==> src/rtl/avalon_burst_reader.sv <==
// Avalon-MM burst-read master: fetches a block of 32-bit samples into a FIFO and streams them out.
// Optional feature macro: UNDERRUN_CNT_EN (consumer-underrun cycle counter).
module avalon_burst_reader #(
   parameter int unsigned BURST_LEN  = 4,
   parameter int unsigned FIFO_DEPTH = 8
) (
   input  logic        CLK,
   input  logic        RESET,
   output logic [31:0] AM_ADDR,
   output logic [2:0]  AM_BURSTCOUNT,
   output logic        AM_READ,
   output logic [3:0]  AM_BYTEENABLE,
   input  logic        AM_WAITREQUEST,
   input  logic [31:0] AM_READDATA,
   input  logic        AM_READDATAVALID,
   input  logic        start,
   input  logic [31:0] start_address,
   input  logic [31:0] number_samples,
   output logic [31:0] sample_data,
   output logic        sample_valid,
   input  logic        sample_ready,
   output logic        FINISHED,
   output logic [15:0] underrun_count
);

   localparam int unsigned PTR_W = (FIFO_DEPTH > 1) ? $clog2(FIFO_DEPTH) : 1;
   localparam int unsigned CNT_W = $clog2(FIFO_DEPTH + 1);

   typedef enum logic [2:0] {IDLE, CHECK, REQ, RECV, DRAIN, DONE} state_t;

   state_t            state;
   logic [31:0]       addr;
   logic [31:0]       remaining;
   logic [2:0]        beats;
   logic [PTR_W-1:0]  wr_ptr;
   logic [PTR_W-1:0]  rd_ptr;
   logic [CNT_W-1:0]  count;
   logic [31:0]       mem [FIFO_DEPTH];

   logic              idle_c;
   logic              start_acc_c;
   logic              push_c;
   logic              pop_c;
   logic [2:0]        burst_c;
   logic [CNT_W-1:0]  free_c;
   logic [CNT_W-1:0]  count_nxt_c;
   logic [PTR_W-1:0]  rd_nxt_c;
   logic [31:0]       head_nxt_c;

   assign AM_BYTEENABLE = 4'hF;

   // FIFO bookkeeping; the next head is forwarded from readdata when the FIFO would otherwise be empty
   always_comb begin
      idle_c      = (state == IDLE) || (state == DONE);
      start_acc_c = start && idle_c;
      push_c      = (state == RECV) && AM_READDATAVALID;
      pop_c       = sample_valid && sample_ready;
      burst_c     = (remaining < 32'(BURST_LEN)) ? remaining[2:0] : 3'(BURST_LEN);
      free_c      = CNT_W'(FIFO_DEPTH) - count;
      count_nxt_c = count + CNT_W'(push_c) - CNT_W'(pop_c);
      rd_nxt_c    = pop_c ? rd_ptr + PTR_W'(1) : rd_ptr;
      head_nxt_c  = (push_c && (rd_nxt_c == wr_ptr)) ? AM_READDATA : mem[rd_nxt_c];
   end

   always_ff @(posedge CLK) begin
      if (push_c) mem[wr_ptr] <= AM_READDATA;
   end

   // Registered output stage: valid tracks FIFO occupancy, data holds the head entry
   always_ff @(posedge CLK) begin
      if (!RESET) begin
         wr_ptr       <= '0;
         rd_ptr       <= '0;
         count        <= '0;
         sample_valid <= 1'b0;
         sample_data  <= '0;
      end else begin
         if (push_c) wr_ptr <= wr_ptr + PTR_W'(1);
         rd_ptr       <= rd_nxt_c;
         count        <= count_nxt_c;
         sample_valid <= (count_nxt_c != '0);
         if (count_nxt_c != '0) sample_data <= head_nxt_c;
      end
   end

   // Transfer sequencer: one burst outstanding, issued only when the FIFO can absorb it
   always_ff @(posedge CLK) begin
      if (!RESET) begin
         state         <= IDLE;
         addr          <= '0;
         remaining     <= '0;
         beats         <= '0;
         AM_ADDR       <= '0;
         AM_BURSTCOUNT <= '0;
         AM_READ       <= 1'b0;
         FINISHED      <= 1'b0;
      end else begin
         case (state)
            IDLE, DONE: begin
               if (start_acc_c) begin
                  addr      <= start_address;
                  remaining <= number_samples;
                  FINISHED  <= (number_samples == '0);
                  state     <= (number_samples == '0) ? DONE : CHECK;
               end
            end
            CHECK: begin
               if (32'(free_c) >= 32'(burst_c)) begin
                  AM_READ       <= 1'b1;
                  AM_ADDR       <= addr;
                  AM_BURSTCOUNT <= burst_c;
                  beats         <= burst_c;
                  state         <= REQ;
               end
            end
            REQ: begin
               if (!AM_WAITREQUEST) begin
                  AM_READ <= 1'b0;
                  state   <= RECV;
               end
            end
            RECV: begin
               if (AM_READDATAVALID) begin
                  beats <= beats - 3'd1;
                  if (beats == 3'd1) begin
                     addr      <= addr + {27'd0, AM_BURSTCOUNT, 2'b00};
                     remaining <= remaining - 32'(AM_BURSTCOUNT);
                     state     <= (remaining == 32'(AM_BURSTCOUNT)) ? DRAIN : CHECK;
                  end
               end
            end
            DRAIN: begin
               if (count == '0) begin
                  FINISHED <= 1'b1;
                  state    <= DONE;
               end
            end
            default: state <= IDLE;
         endcase
      end
   end

`ifdef UNDERRUN_CNT_EN
   // Counts busy cycles where the consumer wanted a sample that was not there
   always_ff @(posedge CLK) begin
      if (!RESET) begin
         underrun_count <= '0;
      end else if (start_acc_c) begin
         underrun_count <= '0;
      end else if (sample_ready && !sample_valid && !idle_c && (underrun_count != 16'hFFFF)) begin
         underrun_count <= underrun_count + 16'd1;
      end
   end
`else
   assign underrun_count = '0;
`endif

endmodule

==> config.mk <==
export PLATFORM = sky130hd
export DESIGN_NAME = avalon_burst_reader
export DESIGN_NICKNAME = d
export VERILOG_FILES = /design/src/rtl/avalon_burst_reader.sv
export SDC_FILE = /design/constraint.sdc
export NUM_CORES = 1
export LEC_CHECK = 0
export CAP_MARGIN = 20
export CORE_ASPECT_RATIO = 2
export CORE_MARGIN = 1
export CORE_UTILIZATION = 30
export CTS_CLUSTER_DIAMETER = 150
export CTS_CLUSTER_SIZE = 10
export DETAILED_ROUTE_END_ITERATION = 8
export GPL_TIMING_DRIVEN = 0
export PLACE_DENSITY = 0.45
export SLEW_MARGIN = 15
export SYNTH_ARGS = -nofsm -noshare
export SYNTH_HDL_FRONTEND = slang
export SYNTH_SLANG_ARGS = --single-unit
==> constraint.sdc <==
create_clock -name CLK -period 5.2 [get_ports CLK]
set_clock_uncertainty 0.15 [all_clocks]
set_input_delay 0.78 -clock CLK [delete_from_list [all_inputs] [get_ports CLK]]
set_output_delay 0.78 -clock CLK [all_outputs]
set_load 0.1 [all_outputs]
== After elaboration in Yosys (flattened, before gate mapping) ==
Memory sizes are Yosys's and may differ from the RTL's. A register that Yosys moved wholly into a read port is not among the register bits.
Index checks and enable logic that the tools add are counted.

* Bits in registers: 118
* Bits in writable memories: 256
* Input port bits: 102
* Output and inout bits: 90
* Word-level logic and storage cells: 86
* Memories: 1

* Add/subtract/negate cells: 8
* Magnitude comparators: 2
* Equal/unequal tests: 13
* Multiplexer cells: 30
* Reductions and logical operators: 20

{| class="wikitable"
|+ Memory list
! memory !! depth !! bits a word !! read ports !! clocked after Yosys merged registers in !! write ports !! RTL line !! source
|-
| mem || 8 || 32 || 1 || 1 || 1 || 38 || <nowiki>logic [31:0] mem [FIFO_DEPTH];</nowiki>
|}

{| class="wikitable"
|+ Operators by type and width
! operator !! count
|-
| two-way mux 32 bit || 6
|-
| case mux 32 bit (2 select lines) || 2
|-
| two-way mux 3 bit || 12
|-
| adder 32 x 5 -> 32 bit || 1
|-
| == test 32 x 3 -> 1 bit || 1
|-
| zero test 32 bit || 1
|-
| < comparator 32 x 3 -> 1 bit (second input constant) || 1
|-
| subtractor 32 x 3 -> 32 bit || 1
|-
| case mux 3 bit (5 select lines) || 1
|-
| inequality test 2 bit (second input constant) || 5
|-
| AND reduction 3 bit || 3
|-
| nonzero test 2 bit || 4
|-
| adder 3 x 1 -> 3 bit (second input constant) || 2
|-
| == test 3 x 1 -> 1 bit (second input constant) || 2
|-
| == test 3 x 2 -> 1 bit (second input constant) || 2
|-
| == test 3 bit (second input constant) || 2
|-
| two-way mux 1 bit || 6
|-
| case mux 3 bit (2 select lines) || 1
|-
| AND reduction 6 bit || 1
|-
| adder 4 x 1 -> 4 bit || 1
|-
| >= comparator 4 x 3 -> 1 bit || 1
|-
| zero test 4 bit || 1
|-
| case mux 1 bit (2 select lines) || 2
|-
| AND reduction 4 bit || 1
|-
| 11 further kinds || 13
|}

== Longest topological paths before layout ==
Gate-level depths: netlist of run 1.

* Word-level depth: 5
* Mapped depth: 16
* Depth with buffers taken out: 14

== Worst setup path after synthesis of run 1 ==
No wires, ideal clock.

* Kind: input to register
* Start: input AM_READDATAVALID
* End: memory mem[2][0], enable pin
* Setup time: 501 ps
* Arrival: 4205 ps
* Required time: 4549 ps
* Setup slack: 344 ps
* Cell stages on the path: 4
* Buffers on the path: 1
* Path through: and2_1 -> buf_2 -> inv_2 -> nor4_1

* Longest elaborated chain between the ends: 3

{| class="wikitable"
|+ Ends and longest elaborated chain
! item !! RTL line !! source
|-
| start, declared || 15 || <nowiki>input logic AM_READDATAVALID,</nowiki>
|-
| logical AND 1 bit || 56 || <nowiki>push_c = (state == RECV) && AM_READDATAVALID;</nowiki>
|-
| two-way mux 1 bit || 66 || <nowiki>if (push_c) mem[wr_ptr] <= AM_READDATA;</nowiki>
|-
| two-way mux 1 bit (implied by the code) || 66 ||
|-
| end, declared || 38 ||
|}

No other way between the ends.

== Worst setup path in the final report of run 1 ==
* Start: register remaining[23]
* End: register AM_ADDR[23]

* Longest elaborated chain between the ends: 4

{| class="wikitable"
|+ Ends and longest elaborated chain
! item !! RTL line !! source
|-
| start, declared || 33 || <nowiki>logic [31:0] remaining;</nowiki>
|-
| start signal, assigned || 102 || <nowiki>remaining <= number_samples;</nowiki>
|-
| start signal, assigned || 127 || <nowiki>remaining <= remaining - 32'(AM_BURSTCOUNT);</nowiki>
|-
| < comparator 32 x 3 -> 1 bit || 58 || <nowiki>burst_c = (remaining < 32'(BURST_LEN)) ? remaining[2:0] : 3'(BURST_LEN);</nowiki>
|-
| two-way mux 3 bit || 58 ||
|-
| >= comparator 4 x 3 -> 1 bit || 108 || <nowiki>if (32'(free_c) >= 32'(burst_c)) begin</nowiki>
|-
| AND reduction 2 bit (no line) || - ||
|-
| end signal, assigned || 110 || <nowiki>AM_ADDR <= addr;</nowiki>
|-
| end, declared || 9 || <nowiki>output logic [31:0] AM_ADDR,</nowiki>
|}

No other way between the ends.
A chain may end at the register's enable or synchronous reset.

==> results_dict.tcl, run 1 <==
set metrics [dict create \
    h-tree-depth 2 \
    diodes 0 \
    core_area_mm2 0.0582 \
    die-width_um 174 \
    via_per_inst 5.27 \
    dr.pass1.iters 7 \
    post-dp-hpwl_mm 47.4 \
    start_kind "register" \
    grt_max_degree 21 \
    final_area_mm2 0.0221 \
    synth_cell_types 80 \
    fin_crit_ns 5.06 \
    numCtsBuffers 46 \
    fin_util_pct 38.0 \
    antenna_found_initial 3 \
    yosys.area_share.simple_pct 11.2 \
    drtIter0Drc 815 \
    ys_ff_latch 406 \
    grt_use_total_pct 20.8 \
    fin_setup_tns_ns 0 \
    endpoint_kind "register" \
    whs_path_depth 2 \
    synth_edf_count 256 \
    synthXorXnorAreaFrac_pct 0.446 \
    dp_cells 2477 \
    io_buffers 171 \
    ir_drop_uv 264 \
    num_vias 13500 \
    clockRootBuffer "clkbuf_16" \
    ios 192 \
    path_class "reg -> reg" \
    synth_top_family_by_area "compound AO/OA/AOI/OAI gates" \
    syn_inst 1488 \
    grt_pass1_wl_mm 91.5 \
    synth_async_sr_flop_share_pct 0 \
    leakage_nw 7.42 \
    grt_overflow 0 \
    whs_ns 0.306 \
    min_path_type "reg -> reg" \
    hold_viol 0 \
    cts_tree "done" \
    power_density_mw_per_mm2 503 \
    drc 0 \
    rr_worst_depth 13 \
    drt-wirelength-per-cell_um 24.7 \
    worstPathRequired_ns 5.55 \
    final-max-slew-violation-count 0 \
    post-route-period-util_pct 97.3 \
    worstPathArrival_ns 5.41 \
    layout-drive-gt1-share_pct 13.1 \
    rsz0062_at_grt "false" \
    cts_max_path_buffers 3 \
    outcome "complete, no violations" \
    grt_pass1_vias 13900 \
    post_cts_buffers 0 \
    nets 1888 \
    synthAdderAreaFrac_pct 1.76 \
    routabilityCongestion 0.951 \
    slew_headroom_pct 22.9 \
    clk_pin_slew_ns 0.06 \
    placed_cell_area_mm2 0.0207 \
    pre_cts_ws_ns -0.222 \
    die_y_um 345 \
    synthFlopType "edfxtp_1" \
    worst_slew_pin_slew_ns 1.15 \
    wl_mm 63.1 \
    synth-compound-area-share_pct 14.2 \
    max_freq_mhz 198 \
    syn_avg_cell_area_um2 11.9 \
    rows 125 \
    yosysSeqAreaShare_pct 60.5 \
    synth.cell_area_mm2 0.0177 \
    postRouteAntennaNets 0 \
    fin_ws_ns 0.141 \
    clk_latency_ns 0.59 \
    ys_warn_count 0 \
    setup_violations 0 \
    start_util_pct 30.3 \
    die-area_mm2 0.0599 \
    layoutNonFillerInstCount 2555 \
    synth_mux_area_share_pct 8.06 \
    p_total_mw 11.1 \
    area_growth_pct 25.1 \
    drv_cap 0 \
    clock-sinks 406 \
    critical_path.max_fanout 10 \
]
[layout by cell type (no fill, tap or decap), types with 59 or more instances in the layout]
cell type,count
mux2i_1,59
o22ai_1,71
edfxtp_1,256
clkbuf_1,97
mux2_2,74
clkdlybuf4s50_1,171
nor2_1,78
dfxtp_1,150
a21oi_1,96
nand2_1,137
[synth_stat cells, types with 8 or more instances]
cell type | count | area share, %
a21o_1 | 9 | 0.38
dfxtp_1 | 150 | 17
buf_1 | 11 | 0.23
buf_2 | 13 | 0.37
o21ai_0 | 54 | 1.5
a221o_1 | 20 | 1.1
inv_1 | 23 | 0.49
a22oi_1 | 21 | 0.89
mux2_2 | 74 | 4.7
and2_1 | 9 | 0.32
a21oi_1 | 96 | 2.7
buf_4 | 20 | 0.85
a211oi_1 | 19 | 0.81
nand3_1 | 24 | 0.68
nor2b_1 | 10 | 0.35
edfxtp_1 | 256 | 44
o22ai_1 | 71 | 2.5
nor4_1 | 18 | 0.64
nand2_1 | 137 | 2.9
nor3_1 | 42 | 1.2
clkbuf_1 | 69 | 1.5
ha_1 | 20 | 1.4
a311oi_1 | 8 | 0.40
a31oi_1 | 11 | 0.39
mux2i_1 | 59 | 3.3
nor2_1 | 79 | 1.7
o31ai_1 | 9 | 0.38
nand4_1 | 11 | 0.39
and3_1 | 10 | 0.35
[cells by family after synthesis]
kind of cell,Yosys count
mux,133
compound gates,377
fa+ha+maj,23
flops,406
buf+inv,142
xor+xnor,9
simple gates,396
other cells,2
[state kept, by name, indices dropped and copies added, names as in the netlist]
register	flops
FINISHED	1
state	3
count	4
wr_ptr	3
AM_BURSTCOUNT	3
sample_data	32
sample_valid	1
rd_ptr	3
AM_ADDR	32
mem	256
remaining	32
addr	32
beats	3
AM_READ	1
[critical path: stages (launching register included)]
cell and delay [ns]:
dfxtp_1 0.30, buf_6 0.13, nor4_1 0.62, nand2_1 0.40, nor4_4 0.57, nand2_1 0.16
ha_1 0.31, a21o_1 0.10, a211oi_1 0.10, nor3_2 0.50, clkbuf_1 0.61, buf_1 0.63
nand2_1 0.21, a21oi_1 0.16
[cell type report]
| class | count | area, um2 |
|---|---|---|
| Fill cell | 5769 | 36100 |
| Sequential cell | 406 | 10700 |
| Multi-Input combinational cell | 958 | 6420 |
| Timing Repair Buffer | 209 | 2020 |
| Clock buffer | 74 | 1260 |
| Tap cell | 762 | 953 |
| Buffer | 118 | 578 |
| Clock inverter | 4 | 92.6 |
| Inverter | 24 | 90.1 |
[per-layer routing]
metal / wire, um / up-vias / track usage [%]
met4: 4130 / 6 / 13.1
met3: 3560 / 182 / 3.82
li1: - / 6194 / -
met1: 21000 / 6561 / 19.8
met2: 34400 / 533 / 40.3
met5: 52 / - / 0
[final timing paths]
kind	start	end	slack, ns
min reg2reg	addr[1]	AM_ADDR[1]	0.31
min	addr[1]	AM_ADDR[1]	0.31
max	remaining[23]	AM_ADDR[23]	0.14
max reg2reg	remaining[23]	AM_ADDR[23]	0.14
[what timing repair did]
| item | CTS | global route |
|---|---|---|
| hold buffers | 0 | 0 |
| cloned | 0 | 0 |
| gates resized for setup | 1 | 1 |
| setup endpoints to repair | 10 | 8 |
[power breakdown]
group,total [mW],internal [mW],switching (mW)
sequential,4.05,3.74,0.311
clock,3.04,1.70,1.33
combinational,4.02,1.22,2.80
total,11.1,6.67,4.44
Power figures use the tool's default switching activity.
==> run 2: changes to the inputs <==
--- a/config.mk
+++ b/config.mk
@@ -14,6 +14,7 @@
 export DETAILED_ROUTE_END_ITERATION = 8
 export GPL_TIMING_DRIVEN = 0
 export PLACE_DENSITY = 0.45
+export SETUP_SLACK_MARGIN = 0.02
 export SLEW_MARGIN = 15
 export SYNTH_ARGS = -nofsm -noshare
 export SYNTH_HDL_FRONTEND = slang
==> results of run 2 <==
Same layout as run 1: the final DEF is identical, and so are final timing and power.
